$ cat config.mk
export PLATFORM = sky130hd
export DESIGN_NAME = poly_coef_reader
export DESIGN_NICKNAME = d
export VERILOG_FILES = /design/src/rtl/poly_coef_reader.sv
export SDC_FILE = /design/constraint.sdc
export NUM_CORES = 1
export LEC_CHECK = 0
export CORE_MARGIN = 1.5
export CORE_UTILIZATION = 55
export DETAILED_ROUTE_END_ITERATION = 6
export PLACE_DENSITY = 0.83
export SLEW_MARGIN = 20
export SYNTH_ARGS = -nofsm -noshare
export SYNTH_HDL_FRONTEND = slang
export SYNTH_SLANG_ARGS = --single-unit
$ cat constraint.sdc
create_clock -name clk -period 6.77 [get_ports clk]
set_input_delay 2.031 -clock clk [delete_from_list [all_inputs] [get_ports clk]]
set_output_delay 2.031 -clock clk [all_outputs]
set_load 0.05 [all_outputs]
$ cat src/rtl/poly_coef_reader.sv
// Horner evaluator for an 8-term polynomial whose coefficients live in a combinational ROM.
// The module walks the ROM from the top address down, one multiply-accumulate per clock, and saturates at all-ones.
module poly_coef_reader #(
    parameter int N_TERMS = 8,
    parameter int ADDR_W  = 3,
    parameter int DW      = 8,
    parameter int ACC_W   = 16
) (
    input  logic              clk,
    input  logic              rst_n,
    input  logic              start,
    input  logic [DW-1:0]     x,
    output logic [ADDR_W-1:0] coef_addr,
    input  logic [DW-1:0]     coef_data,
    output logic              busy,
    output logic              done,
    output logic [ACC_W-1:0]  result,
    output logic              ovf
);

    localparam int                PROD_W   = ACC_W + DW;
    localparam int                ALIGN_W  = ACC_W - DW - 1;
    localparam logic [ADDR_W-1:0] LAST_IDX = ADDR_W'(N_TERMS - 1);

    if (ADDR_W != $clog2(N_TERMS)) begin : g_addr_w_check
        $error("ADDR_W must equal clog2(N_TERMS)");
    end
    if (ALIGN_W < 1) begin : g_acc_w_check
        $error("ACC_W must be at least DW+2 to hold a Q1.7 coefficient as Q2.14");
    end

    typedef enum logic [1:0] {
        IDLE,
        LOAD,
        ITER,
        DONE
    } state_t;

    state_t state, state_nx;

    logic [ACC_W-1:0]  acc, acc_nx;
    logic [DW-1:0]     x_reg, x_reg_nx;
    logic [ADDR_W-1:0] idx, idx_nx;
    logic [ADDR_W-1:0] coef_addr_nx;
    logic              busy_nx;
    logic              done_nx;
    logic [ACC_W-1:0]  result_nx;
    logic              ovf_nx;
    logic              ovf_run, ovf_run_nx;

    // One Horner step: truncate acc*x back to Q2.14, then add the aligned coefficient.
    logic [PROD_W-1:0] prod;
    logic [ACC_W-1:0]  prod_q;
    logic [ACC_W-1:0]  coef_q;
    logic [ACC_W:0]    step_sum;
    logic              step_sat;
    logic [ACC_W-1:0]  step_acc;

    assign prod     = PROD_W'(acc) * PROD_W'(x_reg);
    assign prod_q   = prod[PROD_W-1:DW];
    assign coef_q   = ACC_W'({coef_data, {ALIGN_W{1'b0}}});
    assign step_sum = {1'b0, prod_q} + {1'b0, coef_q};
    assign step_sat = step_sum[ACC_W];
    assign step_acc = step_sat ? {ACC_W{1'b1}} : step_sum[ACC_W-1:0];

    // NOTE: sequential state uses <= so every register samples pre-edge values together.
    always_ff @(posedge clk or negedge rst_n) begin
        if (!rst_n) begin
            state <= IDLE;
        end else begin
            state <= state_nx;
        end
    end

    // NOTE: every signal gets its hold value first so no path through the case infers a latch.
    always_comb begin
        state_nx     = state;
        acc_nx       = acc;
        x_reg_nx     = x_reg;
        idx_nx       = idx;
        coef_addr_nx = coef_addr;
        busy_nx      = busy;
        done_nx      = 1'b0;
        result_nx    = result;
        ovf_nx       = ovf;
        ovf_run_nx   = ovf_run;

        case (state)
            IDLE: begin
                coef_addr_nx = LAST_IDX;
                if (start) begin
                    x_reg_nx   = x;
                    busy_nx    = 1'b1;
                    ovf_run_nx = 1'b0;
                    state_nx   = LOAD;
                end
            end

            LOAD: begin
                acc_nx       = coef_q;
                idx_nx       = LAST_IDX - ADDR_W'(1);
                coef_addr_nx = LAST_IDX - ADDR_W'(1);
                state_nx     = ITER;
            end

            ITER: begin
                acc_nx = step_acc;
                if (step_sat) begin
                    ovf_run_nx = 1'b1;
                end
                if (idx == '0) begin
                    // Publish on entry to DONE so result and ovf are already valid while done is high.
                    result_nx = step_acc;
                    ovf_nx    = ovf_run | step_sat;
                    done_nx   = 1'b1;
                    state_nx  = DONE;
                end else begin
                    idx_nx       = idx - ADDR_W'(1);
                    coef_addr_nx = idx - ADDR_W'(1);
                end
            end

            DONE: begin
                busy_nx      = 1'b0;
                coef_addr_nx = LAST_IDX;
                state_nx     = IDLE;
            end

            default: begin
                state_nx = IDLE;
            end
        endcase
    end

    always_ff @(posedge clk or negedge rst_n) begin
        if (!rst_n) begin
            acc       <= '0;
            x_reg     <= '0;
            idx       <= '0;
            coef_addr <= '0;
            busy      <= 1'b0;
            done      <= 1'b0;
            result    <= '0;
            ovf       <= 1'b0;
            ovf_run   <= 1'b0;
        end else begin
            acc       <= acc_nx;
            x_reg     <= x_reg_nx;
            idx       <= idx_nx;
            coef_addr <= coef_addr_nx;
            busy      <= busy_nx;
            done      <= done_nx;
            result    <= result_nx;
            ovf       <= ovf_nx;
            ovf_run   <= ovf_run_nx;
        end
    end

endmodule
==> qor_table.md <==
| Metric | Reported |
| --- | --- |
| Number of setup violations in the final report | 0 |
| Hold-fix buffers at CTS | 0 |
| RSZ-0062 raised after global routing | no |
| Resize count post-CTS | 0 |
| Area enclosed by the die boundary | 12300 sq um |
| Initial drt markers | 304 |
| CTS H-Tree Depth | 2 |
| DRT antenna net count | 0 |
| GRT Max-Usage Layer | met2 |
| Maximum clock path buffer count | 2 |
| Crit Path Class | register to register |
| Layout Nets | 869 |
| DRC errors left | 0 |
| Fin Clk Skew | 0.00614 ns |
| Maximum number of pins on one net before global-route repair | 53 |
| Post-CTS setup buffer count | 0 |
| Type of element launching the critical path | register |
| Final Slew Violations | 0 |
| I/O Buffers | 40 |
| Antenna diode instance count | 0 |
| Met3 capacity usage during global routing | 3.12% |
| Clock slew seen by the registers of the worst setup and hold paths | 0.07 ns |
| Die Y | 111 microns |
| Mean post-synth cell area | 9.39 sq um |
| Combined global-route utilization of all metal layers | 25.7% |
| Met1 global-route usage | 31.5% |
| Slew at the pin closest to its max-slew limit | 0.884 ns |
| Tightest slew margin relative to the limit | 41.0% |
| Synth warnings | 0 |
| Simple-gate portion of the synthesized area | 17.5% |
| Final hold vios | 0 |
| Endpoint required time on the critical path | 6.89 ns |
| Main flop type after synthesis | sky130_fd_sc_hd__dfrtp_1 |
| Max Cap Violations | 0 |
| Net count after synthesis | 842 |
| Boundary pin count | 41 |
| Maximum fanout encountered on the critical timing path | 9 |
| Detailed-route wire length | 14600 microns |
| First-pass GRT wire length | 25800 microns |
| Count of different cell masters after synthesis | 57 |
| Clock latency on the worst-skew pair | 0.29 ns |
| Multiplexer share of the synthesized area | 1.58% |
| Commonest cells after routing, fill and taps aside | sky130_fd_sc_hd__inv_1, sky130_fd_sc_hd__and2_1, sky130_fd_sc_hd__fa_1, sky130_fd_sc_hd__ha_1, sky130_fd_sc_hd__nand2_1 |
| Post-Synth XOR/XNOR Area | 2.59% |
| Total congestion overflow after global routing | 0 |
| Vias per cell | 5.85 |
| Critical Path End Type | register |
| Vias in the first global route | 5481 |
| CP Data Arrival Time | 6.56 ns |
| WL/cell | 17.1 microns |
| Chip width | 111 microns |
| TritonCTS buffer count | 5 |
| Hpwl dp | 11400 microns |
| Root Buffer Master | sky130_fd_sc_hd__clkbuf_16 |
| Starting Density | 56.2% |
| Cell Rows | 39 |
| Fmax | 155 MHz |
| Met2 track demand over resource in global routing | 47.3% |
| Share of cells above drive strength 1 | 6.19% |
| Flop and latch count out of synthesis | 52 |
| Clock sink total | 52 |
| Clock tree from TritonCTS | done |
| Filler instances | 941 |
| Count of vias placed by the detailed router | 4992 |
| Synth Area in Compound Gates | 13.2% |
| Synthesized area | 6410 sq um |
| Number of flops mapped to enable cells by yosys | 0 |
| Classification of the worst-slack hold path | register to register |
| TritonRoute pass-1 iters | 4 |
| Result of the run | completed |
| Post-Syn Instances | 683 |
| Final-layout setup total negative slack | 0 ns |
| Most common cell after layout, fill and taps aside | sky130_fd_sc_hd__inv_1 |
| Routability Congestion | 0.872 |
| Layout overhead on the synthesized area | 10.7% |
| Combinational family with the most area after synthesis | adder cells |
| Fraction of registers with async set or reset after synthesis | 100% |
| Minimum clock period after layout | 6.44 ns |
| Standard cell core area | 11400 sq um |
| Antenna violations before repair | 0 |
| Share of synthesized cell area in full adder, half adder and majority cells | 37.1% |
| Final period util | 95.1% |
| Share of synthesized area occupied by flip-flops and latches | 20.3% |
synth_stat cells (2+ instances only):
master / n / area share [%]
sky130_fd_sc_hd__buf_2: 3 / 0.23
sky130_fd_sc_hd__o21a_1: 4 / 0.47
sky130_fd_sc_hd__nor3_1: 5 / 0.39
sky130_fd_sc_hd__nor4_1: 2 / 0.20
sky130_fd_sc_hd__a211oi_1: 2 / 0.23
sky130_fd_sc_hd__o22ai_1: 8 / 0.78
sky130_fd_sc_hd__a31oi_1: 27 / 2.6
sky130_fd_sc_hd__and2_1: 98 / 9.6
sky130_fd_sc_hd__dfrtp_1: 52 / 20
sky130_fd_sc_hd__clkbuf_1: 19 / 1.1
sky130_fd_sc_hd__ha_1: 56 / 11
sky130_fd_sc_hd__fa_1: 84 / 26
sky130_fd_sc_hd__o21bai_1: 5 / 0.59
sky130_fd_sc_hd__nor4b_1: 2 / 0.27
sky130_fd_sc_hd__nor2b_1: 4 / 0.39
sky130_fd_sc_hd__mux2_2: 9 / 1.6
sky130_fd_sc_hd__a21o_1: 3 / 0.35
sky130_fd_sc_hd__nor3b_1: 2 / 0.23
sky130_fd_sc_hd__xnor2_1: 10 / 1.4
sky130_fd_sc_hd__nor2_1: 28 / 1.6
sky130_fd_sc_hd__inv_1: 109 / 6.4
sky130_fd_sc_hd__o31ai_1: 4 / 0.47
sky130_fd_sc_hd__o211ai_1: 2 / 0.23
sky130_fd_sc_hd__o21ai_0: 22 / 1.7
sky130_fd_sc_hd__xor2_1: 9 / 1.2
sky130_fd_sc_hd__nand2_1: 46 / 2.7
sky130_fd_sc_hd__o32ai_1: 2 / 0.27
sky130_fd_sc_hd__nand3_1: 7 / 0.55
sky130_fd_sc_hd__or2_2: 2 / 0.20
sky130_fd_sc_hd__a21oi_1: 30 / 2.3
through the flow:
step | setup WS, ns | instance area, sq um | cells | hold WS (ns) | utilization [%]
after global placement | 0.294 | 6920 | 846 | 0.479 | 60.6
after detailed placement | 0.159 | 6920 | 846 | 0.482 | 60.6
after global routing | 0.0193 | 7100 | 854 | 0.544 | 62.2
after floorplan | 0.818 | 6410 | 683 | 0.478 | -
after CTS | 0.0969 | 7060 | 854 | 0.504 | 61.9
final | 0.333 | 7100 | 854 | 0.508 | 62.2
area by class of cell:
| cell class | instances | area, sq um | share of cell area, % |
|---|---|---|---|
| Inverter | 109 | 409 | 5.76 |
| Multi-Input combinational cell | 500 | 4640 | 65.4 |
| Sequential cell | 52 | 1310 | 18.4 |
| Timing Repair Buffer | 42 | 417 | 5.87 |
| Tap cell | 143 | 179 | 2.52 |
| Clock inverter | 2 | 16.3 | 0.229 |
| Clock buffer | 6 | 129 | 1.81 |
per-layer routing:
metal,share of wire [%],vias up
li1,-,2282
met1,41,2573
met2,54,100
met3,2.9,37
met4,2.5,0
met5,0,-
critical path, stage by stage (launching register included):
cell,delay [ns]
sky130_fd_sc_hd__dfrtp_1,0.51
sky130_fd_sc_hd__and2_1,0.24
sky130_fd_sc_hd__fa_1,0.53
sky130_fd_sc_hd__fa_1,0.53
sky130_fd_sc_hd__fa_1,0.55
sky130_fd_sc_hd__inv_1,0.05
sky130_fd_sc_hd__fa_1,0.53
sky130_fd_sc_hd__inv_1,0.04
sky130_fd_sc_hd__ha_1,0.37
sky130_fd_sc_hd__nand3_1,0.10
sky130_fd_sc_hd__o211ai_1,0.32
sky130_fd_sc_hd__a31oi_4,0.07
sky130_fd_sc_hd__o21bai_4,0.23
sky130_fd_sc_hd__xnor2_1,0.12
sky130_fd_sc_hd__ha_1,0.25
sky130_fd_sc_hd__fa_1,0.42
sky130_fd_sc_hd__a21oi_1,0.16
sky130_fd_sc_hd__o21ai_0,0.15
sky130_fd_sc_hd__a21o_1,0.22
sky130_fd_sc_hd__a21oi_1,0.26
sky130_fd_sc_hd__o21bai_1,0.14
sky130_fd_sc_hd__a2111oi_4,0.34
sky130_fd_sc_hd__o32ai_1,0.14
cells by family after synthesis:
family | after synthesis
AND/OR/NAND/NOR | 207
adder cells (fa/ha/maj) | 140
buffers and inverters | 131
AO/OA/AOI/OAI | 125
flip-flops | 52
XOR/XNOR | 19
multiplexers | 9
path summary, 6_finish.rpt:
path | from | endpoint | slack, ns | depth (start not counted)
worst max register to register | acc[4] | acc[15] | 0.33 | 22
worst max-delay path | acc[4] | acc[15] | 0.33 | 22
max in group asynchronous | rst_n | acc[3] | 4.52 | 1
worst min register to register | result[15] | result[15] | 0.51 | 2
worst min-delay path | result[15] | result[15] | 0.51 | 2
min in group asynchronous | rst_n | idx[2] | 1.75 | 1
Power is not shown: default switching activity piles up to over one toggle a cycle in this logic, so the estimate is an artifact.
